===== src/rtl/cla_sub_seq.sv =====
// Sequential wide subtractor: one SLICE-bit borrow-lookahead slice per clock, LSB first.
// The inter-slice carry (inverted borrow) is held in a register between cycles.
module cla_sub_seq #(
  parameter int WIDTH = 64,
  parameter int SLICE = 16
) (
  input  logic             clk,
  input  logic             rst_n,
  input  logic             in_valid,
  output logic             in_ready,
  input  logic [WIDTH-1:0] a,
  input  logic [WIDTH-1:0] b,
  input  logic             bin,
  output logic             out_valid,
  input  logic             out_ready,
  output logic [WIDTH-1:0] diff,
  output logic             bout,
  output logic             zero,
  output logic             ovf
);

  localparam int N   = WIDTH / SLICE;
  localparam int NG  = SLICE / 4;
  localparam int CW  = (N > 1) ? $clog2(N) : 1;
  localparam int MSB = WIDTH - 1;

  generate
    if (SLICE < 4 || (SLICE % 4) != 0) begin : g_bad_slice
      $error("cla_sub_seq: SLICE must be a positive multiple of 4");
    end
    if (WIDTH < SLICE || (WIDTH % SLICE) != 0) begin : g_bad_width
      $error("cla_sub_seq: WIDTH must be a positive multiple of SLICE");
    end
  endgenerate

  typedef enum logic [1:0] {
    IDLE = 2'd0,
    RUN  = 2'd1,
    DONE = 2'd2
  } state_t;

  state_t state_reg, state_next;

  logic [CW-1:0]    cnt_reg;
  logic             carry_reg;
  logic [WIDTH-1:0] a_reg;
  logic [WIDTH-1:0] b_reg;
  logic [WIDTH-1:0] diff_reg;
  logic             bout_reg;
  logic             zero_reg;
  logic             ovf_reg;

  logic             last_slice;
  logic [31:0]      ofs;
  logic [SLICE-1:0] sa;
  logic [SLICE-1:0] sb_n;
  logic [SLICE-1:0] bit_g;
  logic [SLICE-1:0] bit_p;
  logic [SLICE-1:0] bit_c;
  logic [SLICE-1:0] sum;
  logic [NG-1:0]    grp_g;
  logic [NG-1:0]    grp_p;
  logic [NG:0]      grp_c;
  logic [WIDTH-1:0] diff_full;

  // Subtraction as a + ~b + ~borrow: the carry chain carries the inverted borrow.
  assign ofs        = 32'(cnt_reg) * 32'(SLICE);
  assign sa         = a_reg[ofs +: SLICE];
  assign sb_n       = ~b_reg[ofs +: SLICE];
  assign bit_g      = sa & sb_n;
  assign bit_p      = sa | sb_n;
  assign last_slice = (cnt_reg == CW'(N - 1));

  genvar gi;
  generate
    for (gi = 0; gi < NG; gi++) begin : g_grp
      logic [3:0] g4;
      logic [3:0] p4;
      logic       c_in;

      assign g4   = bit_g[4*gi +: 4];
      assign p4   = bit_p[4*gi +: 4];
      assign c_in = grp_c[gi];

      assign grp_g[gi] = g4[3]
                       | (p4[3] & g4[2])
                       | (p4[3] & p4[2] & g4[1])
                       | (p4[3] & p4[2] & p4[1] & g4[0]);
      assign grp_p[gi] = &p4;

      assign bit_c[4*gi]     = c_in;
      assign bit_c[4*gi + 1] = g4[0] | (p4[0] & c_in);
      assign bit_c[4*gi + 2] = g4[1] | (p4[1] & g4[0]) | (p4[1] & p4[0] & c_in);
      assign bit_c[4*gi + 3] = g4[2] | (p4[2] & g4[1]) | (p4[2] & p4[1] & g4[0])
                             | (p4[2] & p4[1] & p4[0] & c_in);
    end
  endgenerate

  // Second level: every group carry is a flat sum-of-products of group G/P and the slice carry-in.
  always_comb begin : p_group_lookahead
    logic acc;
    logic run_p;
    grp_c = '0;
    acc   = 1'b0;
    run_p = 1'b1;
    for (int j = 0; j <= NG; j++) begin
      acc   = 1'b0;
      run_p = 1'b1;
      for (int m = j - 1; m >= 0; m--) begin
        acc   = acc | (run_p & grp_g[m]);
        run_p = run_p & grp_p[m];
      end
      grp_c[j] = acc | (run_p & carry_reg);
    end
  end

  assign sum = sa ^ sb_n ^ bit_c;

  always_comb begin
    diff_full = diff_reg;
    diff_full[ofs +: SLICE] = sum;
  end

  always_ff @(posedge clk or negedge rst_n) begin
    if (!rst_n) begin
      state_reg <= IDLE;
    end else begin
      state_reg <= state_next;
    end
  end

  always_comb begin
    state_next = state_reg;
    in_ready   = 1'b0;
    out_valid  = 1'b0;
    case (state_reg)
      IDLE: begin
        in_ready = 1'b1;
        if (in_valid) begin
          state_next = RUN;
        end
      end
      RUN: begin
        if (last_slice) begin
          state_next = DONE;
        end
      end
      DONE: begin
        out_valid = 1'b1;
        if (out_ready) begin
          state_next = IDLE;
        end
      end
      default: state_next = IDLE;
    endcase
  end

  always_ff @(posedge clk or negedge rst_n) begin
    if (!rst_n) begin
      cnt_reg   <= '0;
      carry_reg <= 1'b0;
      a_reg     <= '0;
      b_reg     <= '0;
      diff_reg  <= '0;
      bout_reg  <= 1'b0;
      zero_reg  <= 1'b0;
      ovf_reg   <= 1'b0;
    end else begin
      case (state_reg)
        IDLE: begin
          if (in_valid) begin
            a_reg     <= a;
            b_reg     <= b;
            carry_reg <= ~bin;
            cnt_reg   <= '0;
            diff_reg  <= '0;
            bout_reg  <= 1'b0;
            zero_reg  <= 1'b0;
            ovf_reg   <= 1'b0;
          end
        end
        RUN: begin
          diff_reg  <= diff_full;
          carry_reg <= grp_c[NG];
          cnt_reg   <= cnt_reg + 1'b1;
          // Flags use the merged result so they land on the same edge as the last slice.
          if (last_slice) begin
            cnt_reg  <= '0;
            bout_reg <= ~grp_c[NG];
            zero_reg <= ~|diff_full;
            ovf_reg  <= (a_reg[MSB] ^ b_reg[MSB]) & (diff_full[MSB] ^ a_reg[MSB]);
          end
        end
        default: begin
        end
      endcase
    end
  end

  assign diff = diff_reg;
  assign bout = bout_reg;
  assign zero = zero_reg;
  assign ovf  = ovf_reg;

endmodule


===== config.mk =====
export PLATFORM = sky130hd
export DESIGN_NAME = cla_sub_seq
export DESIGN_NICKNAME = d
export VERILOG_FILES = /design/src/rtl/cla_sub_seq.sv
export SDC_FILE = /design/constraint.sdc
export NUM_CORES = 1
export LEC_CHECK = 0
export ABC_CLOCK_PERIOD_IN_PS = 11400
export CAP_MARGIN = 25
export CORE_MARGIN = 2
export CORE_UTILIZATION = 52
export DETAILED_ROUTE_END_ITERATION = 10
export PLACE_DENSITY = 0.81
export SYNTH_ARGS = -nofsm -noshare
export SYNTH_HDL_FRONTEND = slang
export SYNTH_SLANG_ARGS = --single-unit

===== constraint.sdc =====
create_clock -name clk -period 11.4 [get_ports clk]
set_input_delay 1.71 -clock clk [delete_from_list [all_inputs] [get_ports clk]]
set_output_delay 1.71 -clock clk [all_outputs]
set_load 0.01 [all_outputs]

==> key figures, run 1 <==
STA
  – Final Hold Vio Count: 0
  – Setup TNS: 0 ns
  – Fmax achieved: just under 200 MHz
  – Final Max Tran Viols: 0
  – Clock skew: roughly 0.014 ns
  – Max_slew headroom: 30.90%
  – Unrepaired setup endpoints after global routing: false
  – Final worst path period share: between 40% and 50%
  – Finish-stage setup viols: 0
  – Minimum clock period: between 5 and 6 ns
  – Worst slew pin tran: a little over 1 ns

Clock tree
  – Clock sink count: 200
  – Cts repair resizes: 0
  – Bufs on Longest Clock Path: 2
  – H-tree levels: 4
  – CTS Buf Count: 17
  – Clk slew on worst S/H paths: roughly 0.08 ns
  – # hold bufs at CTS: 0
  – Clk_lat worst skew: 0.44 ns
  – CTS tree: built
  – Clock root buffer: clkbuf_16
  – Post-CTS Setup Bufs: 0

Setup path
  – CP Max Fanout: 45
  – Crit path launch: cnt_reg[0]
  – Setup Crit Path Kind: reg2reg
  – Levels on crit path: 17
  – Setup crit start kind: flop
  – FF-to-FF Start: cnt_reg[0]
  – FF-to-FF End: zero
  – CP cell instances: buf_4 > mux4_2 > inv_1 > ha_1 > nor2b_1 > a211oi_1 > o311a_1 > nor3_1 > fa_1 > xor2_1 > a221oi_1 > a2111oi_0 > nand4_1 > nor4_1 > o221ai_1 > nand4b_1 > o21ai_1
  – Reg2Reg Setup Slack: around 6.3 ns
  – Delay-heaviest family, CP: compound AO/OA/AOI/OAI gates
  – CP peak stage delay: ~0.62 ns
  – CP Capture Type: flop
  – Critical Path RT: between 10 and 15 ns
  – Critical path arrival: around 5.5 ns
  – Worst path bufs/invs: 2
  – CP endpoint: zero
  – R2R depth: 17
  – Max stage delay cell, worst path: mux4_2

GRT
  – Number of global-route vias before repair: around 8,400
  – Global Route Usage Sum: between 20% and 30%
  – Largest net degree at the start of global routing: 106
  – First-pass GRT wire length: between 40 and 50 mm
  – Total grt overflow: 0
  – Initial antenna violation count: 0

Drt
  – Drt pass-1 iters: 7
  – Vias per cell: 5.748
  – DRC: 0
  – Routed Wire Length: ~28 mm
  – Antenna-violating nets left: 0
  – WL/cell: between 15 and 20 um
  – DRT iter0 DRCs: between 700 and 800
  – Vias: around 8,500

Hold path
  – Worst Hold Class: reg2reg

Floorplan
  – Chip Height: approximately 140 um
  – Die footprint: roughly 0.020 mm^2
  – Placement Rows: 50
  – Overall die width: between 100 and 150 um
  – Initial core utilization: between 50% and 60%
  – IO Pins: 202
  – Core area: 0.01877 mm^2

Synth
  – Synthesized Nets: 1,225
  – Post-synthesis area per instance: 9.514 um^2
  – Sequential element share of the synthesized area: 50.10%
  – XOR/XNOR Fraction of Synth Area: 0.3507%
  – Syn Std Cell Area: 0.009990 mm^2
  – Flops & latches, synth: 200
  – Yosys cell types: about 70
  – Combinational family with the most area after synthesis: simple AND/OR/NAND/NOR gates
  – Synth warn: 0
  – EDFF count, synth: 0
  – Post-synthesis compound-gate area fraction: approximately a tenth
  – Simple-gate share of the synthesized area: 22.70%
  – Multiplexer area fraction after synthesis: 7.315%
  – Synth Area in Adders: ~5.6%
  – Synth Flop Type: dfrtp_1
  – Async SR Flop Fraction: 100.0%
  – Synthesized instance count: approximately 1,100

Cells and area
  – Fraction of layout cells with a size suffix above 1: ~8.2%
  – Area Overhead vs Synth: 28.09%
  – # fillers: approximately 1,400
  – Seq. cell area: around 0.005 mm^2
  – Finished Cell Area: 0.01280 mm^2
  – ANT cells: 0
  – Post-layout util: between 60% and 70%
  – Layout Nets: between 1,000 and 1,500
  – Area occupied by multi-input gates: 0.004642 mm^2

Job
  – Max capacitance violation total: 0

Place
  – GPL Wtd Cong: approximately 0.96
  – HPWL after DPL: around 21 mm
  – PortBufs: 201
  – Area after DPL: around 0.012 mm^2

Status
  – Outcome: finished clean
## cell usage in the layout, fill, tap and decap left out, types with 3 or more instances in the layout
cell type | Yosys | routed
nand4b_1 | 4 | 4
o211a_1 | 3 | 3
inv_1 | 43 | 43
fa_1 | 4 | 4
o21ai_0 | 38 | 38
nor2b_1 | 9 | 9
nand2_1 | 435 | 434
nor4_1 | 16 | 16
a21oi_1 | 14 | 14
nor3_1 | 14 | 14
a22o_1 | 36 | 36
dfrtp_1 | 200 | 199
or2_2 | 5 | 5
clkbuf_16 | 0 | 17
a41oi_1 | 4 | 4
o22ai_1 | 4 | 4
clkbuf_8 | 1 | 3
nand3b_1 | 4 | 4
inv_6 | 0 | 5
clkdlybuf4s50_1 | 0 | 200
nor2_1 | 24 | 24
or3_1 | 3 | 3
buf_4 | 0 | 12
o21ai_1 | 3 | 3
mux4_2 | 32 | 32
ha_1 | 38 | 38
a211oi_1 | 3 | 3
nand2b_1 | 7 | 7
o31ai_1 | 5 | 5
and2_1 | 4 | 3
## per-layer routing
| layer | wire (um) | global-route usage [%] | vias up | share of wire (%) |
|---|---|---|---|---|
| li1 | - | - | 3916 | - |
| met1 | 11520 | 38.47 | 4152 | 41 |
| met2 | 14030 | 48.00 | 398 | 49 |
| met3 | 1927 | 6.023 | 59 | 6.8 |
| met4 | 903 | 10.68 | 0 | 3.2 |
| met5 | 0 | 0 | - | 0 |
## stage by stage
stage / instances / setup WS [ns] / hold slack (ns)
finish: 1483 / 6.280 / 0.4753
global route: 1483 / 5.863 / 0.4898
CTS: 1483 / 6.275 / 0.4751
detailed placement: 1451 / 6.302 / 0.4570
global placement: 1447 / 6.452 / 0.4534
floorplan: 1050 / 6.745 / 0.4403
## logic make-up after synthesis
family / Yosys count
AND/OR/NAND/NOR: 541
flip-flops: 200
AO/OA/AOI/OAI: 140
buffers and inverters: 90
adder cells (fa/ha/maj): 42
multiplexers: 33
XOR/XNOR: 4
## worst min-delay path, delay by kind of cell (launching register included)
kind          cells  cell delay [ns]
simple gates      2             0.10
flops             1             0.34
## layout make-up
type	instances	area share, %
Sequential cell	200	39.12
Timing Repair Buffer	213	16.46
Clock buffer	19	3.540
Inverter	44	1.291
Tap cell	234	2.288
Multi-Input combinational cell	760	36.28
Clock inverter	13	1.027
## worst min-delay path by stage
stage	endpoint	cells past startpoint	startpoint	slack, ns
2_1_floorplan	a_reg[32]	2	a_reg[32]	0.44
3_3_place_gp	a_reg[45]	2	a_reg[45]	0.45
3_5_place_dp	b_reg[45]	2	b_reg[45]	0.46
4_1_cts	b_reg[45]	2	b_reg[45]	0.48
5_1_grt	b_reg[45]	2	b_reg[45]	0.49
6_report	a_reg[44]	2	a_reg[44]	0.48
## Yosys cell counts, types with 5 or more instances
master	n	area share, %
or2_2	5	0.31
dfrtp_1	200	50
ha_1	38	4.8
nand2_1	435	16
inv_1	43	1.6
nor2_1	24	0.90
nor3_1	14	0.70
mux4_2	32	7.2
o31ai_1	5	0.38
a22o_1	36	3.2
nand2b_1	7	0.44
o21ai_0	38	1.9
nor4_1	16	1.0
clkbuf_1	39	1.5
a21oi_1	14	0.70
nor2b_1	9	0.56
Power of run 1 is left out: the tool's default activity adds up to more than one toggle a clock period on the data nets, which glitch-free logic cannot reach.
==> run 2, diff against run 1 <==
--- a/config.mk
+++ b/config.mk
@@ -5,7 +5,7 @@
 export SDC_FILE = /design/constraint.sdc
 export NUM_CORES = 1
 export LEC_CHECK = 0
-export ABC_CLOCK_PERIOD_IN_PS = 11400
+export ABC_CLOCK_PERIOD_IN_PS = 4930
 export CAP_MARGIN = 25
 export CORE_MARGIN = 2
 export CORE_UTILIZATION = 52
==> constraint.sdc (replaced) <==
create_clock -name clk -period 4.93 [get_ports clk]
set_input_delay 0.7395 -clock clk [delete_from_list [all_inputs] [get_ports clk]]
set_output_delay 0.7395 -clock clk [all_outputs]
set_load 0.01 [all_outputs]
==> key figures, run 2 (synthesized netlist as in run 1, its figures left out) <==
Status
  – Outcome: finished clean

Drt
  – Vias per cell: 5.715 (-0.58%)
  – DRT iter0 DRCs: 657 (-12%)
  – DRC: 0 (unchanged)
  – Routed Wire Length: 28.67 mm (+1.0%)
  – Vias: 8,487 (-0.45%)
  – WL/cell: 19.30 um (+0.89%)
  – Drt pass-1 iters: 5 (-2)
  – Antenna-violating nets left: 0 (unchanged)

STA
  – Worst slew pin tran: 1.083 ns (+0.04635 ns)
  – Final worst path period share: 93.35% (+48 points)
  – Hold Slack: 0.3905 ns (-0.08485 ns)
  – Max_slew headroom: 27.81% (-3.1 points)
  – Final Max Tran Viols: 0 (unchanged)
  – Clock skew: 0.008165 ns (-0.005873 ns)
  – Final Hold Vio Count: 0 (unchanged)
  – Minimum clock period: 4.602 ns (-0.5176 ns)
  – Final setup margin: 0.3278 ns (-5.952 ns)
  – Finish-stage setup viols: 0 (unchanged)
  – Fmax achieved: 217.3 MHz (+11%)

Clock tree
  – H-tree levels: 4 (unchanged)
  – Bufs on Longest Clock Path: 2 (unchanged)
  – # hold bufs at CTS: 0 (unchanged)
  – CTS Buf Count: 17 (unchanged)
  – CTS tree: built
  – Post-CTS Setup Bufs: 0 (unchanged)
  – Clock root buffer: clkbuf_16
  – Cts repair resizes: 0 (unchanged)
  – Clk slew on worst S/H paths: 0.07 ns (about the same)
  – Clk_lat worst skew: 0.43 ns (about the same)
  – Clock sink count: 200 (unchanged)

Floorplan
  – IO Pins: 202 (unchanged)
  – Chip Height: 142.6 um (unchanged)
  – Die footprint: 0.02033 mm^2 (unchanged)
  – Overall die width: 142.6 um (unchanged)
  – Core area: 0.01877 mm^2 (unchanged)
  – Placement Rows: 50 (unchanged)
  – Initial core utilization: 53.23% (unchanged)

GRT
  – First-pass GRT wire length: 44.96 mm (-0.46%)
  – Global Route Usage Sum: 28.86% (-0.28 points)
  – Number of global-route vias before repair: 8,483 (+0.59%)
  – Total grt overflow: 0 (unchanged)
  – Initial antenna violation count: 0 (unchanged)
  – Largest net degree at the start of global routing: 113 (+6.6%)

Setup path
  – CP Max Fanout: 16 (-64%)
  – Setup crit start kind: flop
  – R2R depth: 16 (-1)
  – Critical path arrival: 4.96 ns (-0.53 ns)
  – Reg2Reg Setup Slack: 0.33 ns (-5.95 ns)
  – Setup Crit Path Kind: reg2reg
  – FF-to-FF End: zero
  – CP Capture Type: flop
  – FF-to-FF Start: cnt_reg[0]
  – Critical Path RT: 5.29 ns (-6.48 ns)

Hold path
  – Worst Hold Class: in2async

Place
  – GPL Wtd Cong: 0.9036 (-5.8%)
  – DP Worst Slack: 0.1866 ns (-6.116 ns)
  – HPWL after DPL: 20.36 mm (-3.2%)
  – PortBufs: 201 (unchanged)
  – Dpl cells: 1,453 (+0.14%)

Cells and area
  – Most frequent cells in the layout: 434 x nand2_1, 200 x clkdlybuf4s50_1, 199 x dfrtp_1
  – Area Overhead vs Synth: 29.31%
  – ANT cells: 0 (unchanged)
  – Final cell count without fillers: 1,485 (+0.13%)
  – Fraction of layout cells with a size suffix above 1: 8.713% (+0.47 points)
  – Commonest non-fill, non-tap cell in the layout: nand2_1
  – Layout Nets: 1,416 (+0.35%)

Job
  – Max capacitance violation total: 0 (unchanged)
[run 2: layout make-up]
type                       count  area [um^2]
sequential                   200         5006
clock buffer                  18        439.2
timing repair buffer         218         2198
inverter                      44        165.2
clock inverter                11        147.6
tap                          234        292.8
fill                        1428         5851
multi-input combinational    760         4668
[run 2: layer usage]
| layer | vias to the layer above | part of all wire, % | GRT usage [%] |
|---|---|---|---|
| met5 | - | 0 | 0 |
| met4 | 0 | 3.3 | 11.15 |
| met3 | 62 | 6.2 | 5.148 |
| met2 | 355 | 49 | 48.33 |
| met1 | 4158 | 41 | 37.67 |
| li1 | 3912 | - | - |
[run 2: how the worst max path moves through the flow]
stage | startpoint | endpoint | cells after the start
4_1_cts | cnt_reg[0] | zero | 16
5_1_grt | cnt_reg[0] | zero | 16
6_report | cnt_reg[0] | zero | 16
3_3_place_gp | cnt_reg[0] | zero | 16
2_1_floorplan | cnt_reg[0] | zero | 17
3_5_place_dp | cnt_reg[0] | zero | 16
[run 2: critical path: stages (launching register included)]
cell and delay [ns]:
dfrtp_2 0.45, buf_12 0.21, mux4_2 0.56, ha_1 0.24
nor2b_1 0.16, a211oi_2 0.33, o311a_1 0.29, nor3_1 0.11
fa_1 0.59, nor2b_2 0.20, a221oi_1 0.10, a2111oi_1 0.40
nand4_1 0.18, nor4_2 0.24, o221ai_1 0.14, nand4b_1 0.19
o21ai_1 0.12
[run 2: metrics by stage]
stage | util, % | cell area, um^2 | setup TNS (ns)
2_1_floorplan | - | 9990 | 0
3_3_place_gp | 65.31 | 12260 | 0
3_5_place_dp | 65.35 | 12260 | 0
4_1_cts | 68.47 | 12850 | 0
5_1_grt | 68.83 | 12920 | -0.01482
6_report | 68.83 | 12920 | 0
Power of run 2 is left out for the same reason.
==> run 3, diff against run 2 <==
--- a/config.mk
+++ b/config.mk
@@ -10,7 +10,8 @@
 export CORE_MARGIN = 2
 export CORE_UTILIZATION = 52
 export DETAILED_ROUTE_END_ITERATION = 10
-export PLACE_DENSITY = 0.81
+export DONT_BUFFER_PORTS = 1
+export PLACE_DENSITY = 0.67
 export SYNTH_ARGS = -nofsm -noshare
 export SYNTH_HDL_FRONTEND = slang
 export SYNTH_SLANG_ARGS = --single-unit
==> key figures, run 3 (synthesized netlist as in run 1, its figures left out) <==
Status
  – Outcome: finished clean

Drt
  – DRC: 0 (unchanged)
  – Antenna-violating nets left: 0 (unchanged)
  – DRT iter0 DRCs: 536 (-18%)
  – WL/cell: 20.10 um (+4.1%)
  – Routed Wire Length: 26.02 mm (-9.3%)
  – Vias: 7,536 (-11%)
  – Vias per cell: 5.824 (+1.9%)
  – Drt pass-1 iters: 5 (unchanged)

Floorplan
  – Initial core utilization: 53.23% (unchanged)
  – Die footprint: 0.02033 mm^2 (unchanged)
  – IO Pins: 202 (unchanged)
  – Placement Rows: 50 (unchanged)
  – Chip Height: 142.6 um (unchanged)
  – Overall die width: 142.6 um (unchanged)
  – Core area: 0.01877 mm^2 (unchanged)

Setup path
  – Crit path launch: cnt_reg[0]
  – Critical Path RT: 5.31 ns (+0.02 ns)
  – Setup crit start kind: flop
  – FF-to-FF Start: cnt_reg[0]
  – Setup Crit Path Kind: reg2reg
  – Critical path arrival: 4.96 ns (about the same)
  – CP Capture Type: flop
  – CP Max Fanout: 16 (unchanged)

Clock tree
  – Clk slew on worst S/H paths: 0.07 ns (about the same)
  – Clock root buffer: clkbuf_16
  – CTS tree: built
  – Bufs on Longest Clock Path: 2 (unchanged)
  – CTS Buf Count: 17 (unchanged)
  – Clock sink count: 200 (unchanged)
  – H-tree levels: 4 (unchanged)
  – Clk_lat worst skew: 0.45 ns (+0.02 ns)

GRT
  – First-pass GRT wire length: 40.25 mm (-10%)
  – Number of global-route vias before repair: 7,364 (-13%)
  – Largest net degree at the start of global routing: 201 (+78%)
  – Global Route Usage Sum: 26.09% (-2.8 points)
  – Initial antenna violation count: 0 (unchanged)
  – Total grt overflow: 0 (unchanged)

STA
  – Final Max Tran Viols: 0 (unchanged)
  – Clock skew: 0.006853 ns (-0.001312 ns)
  – Minimum clock period: 4.585 ns (-0.01763 ns)
  – Final worst path period share: 92.99% (-0.36 points)
  – Final Hold Vio Count: 0 (unchanged)
  – Worst slew pin tran: 0.9838 ns (-0.09899 ns)
  – Finish-stage setup viols: 0 (unchanged)
  – Max_slew headroom: 34.28% (+6.5 points)
  – Fmax achieved: 218.1 MHz (+0.38%)

Place
  – PortBufs: 0 (-100%)
  – GPL Wtd Cong: 0.9424 (+4.3%)
  – HPWL after DPL: 18.91 mm (-7.1%)

Cells and area
  – Commonest non-fill, non-tap cell in the layout: nand2_1
  – Most frequent cells in the layout: 434 x nand2_1, 198 x dfrtp_1, 43 x inv_1
  – Fraction of layout cells with a size suffix above 1: 11.04% (+2.3 points)
  – Layout Nets: 1,222 (-14%)
  – # fillers: 1,643 (+15%)
  – Post-layout util: 58.23% (-11 points)
  – Area Overhead vs Synth: 9.406%
  – ANT cells: 0 (unchanged)

Hold path
  – Worst Hold Class: in2async

Job
  – Max capacitance violation total: 0 (unchanged)
[run 3: cell types whose count changed in the layout (fill, tap and decap cells not counted), sizes merged]
| cell | delta |
|---|---|
| inv | +1 |
| buf | +8 |
| clkdlybuf4s50 | -200 |
| clkinvlp | +3 |
| clkinv | +1 |
| bufinv | -3 |
| clkbuf | -1 |
[run 3: cell type report]
type,instances,area (um^2),share of cell area [%]
inverters,44,165.2,1.511
clock buffers,19,442.9,4.053
multi-input cells,760,4664,42.68
flip-flops and latches,200,5010,45.84
clock inverters,13,96.34,0.8815
well taps,234,292.8,2.679
repair buffers,24,257.7,2.358
[run 3: final timing paths]
kind	end	slack, ns	cells past startpoint
max	zero	0.35	16
min	cnt_reg[0]	0.15	1
max reg2reg	zero	0.35	16
min reg2reg	a_reg[59]	0.47	2
max in group asynchronous	b_reg[55]	4.02	1
min in group clk	a_reg[27]	0.39	2
[run 3: timing repair]
item | CTS | global route
resized for setup | 0 | 5
setup endpoints to repair | 0 | 1
endpoints found under the hold margin | 200 | 151
buffers inserted | 0 | 3
[run 3: critical path: stages, from the launching register on]
cell       delay [ns]
dfrtp_4          0.49
buf_12           0.19
mux4_2           0.53
ha_1             0.27
nor3_2           0.26
o21ai_2          0.15
a211oi_2         0.28
nor3_1           0.11
fa_1             0.54
nor2b_1          0.22
a221oi_1         0.12
a2111oi_1        0.48
nand4_1          0.15
nor4_1           0.25
o221ai_1         0.16
nand4b_1         0.19
o21ai_1          0.13
[run 3: per-layer routing]
layer / part of all wire [%] / vias to the layer above / GRT usage [%]
met4: 2.9 / 0 / 10.47
li1: - / 3525 / -
met2: 48 / 278 / 42.16
met5: 0 / - / 0
met1: 42 / 3680 / 34.79
met3: 7.0 / 53 / 5.249
[run 3: per-stage QoR]
step | instances | hold slack, ns | instance area [um^2] | setup TNS (ns) | worst slack, ns
3_5_place_dp | 1256 | 0.4511 | 10270 | 0 | 0.2885
6_report | 1294 | 0.1468 | 10930 | 0 | 0.3455
3_3_place_gp | 1253 | 0.4506 | 10250 | 0 | 0.4642
4_1_cts | 1288 | -0.02588 | 10810 | 0 | 0.2862
5_1_grt | 1294 | 0.1590 | 10930 | -0.008112 | -0.008112
2_1_floorplan | 1050 | 0.4403 | 9990 | 0 | 0.2747
Power of run 3 is left out for the same reason.
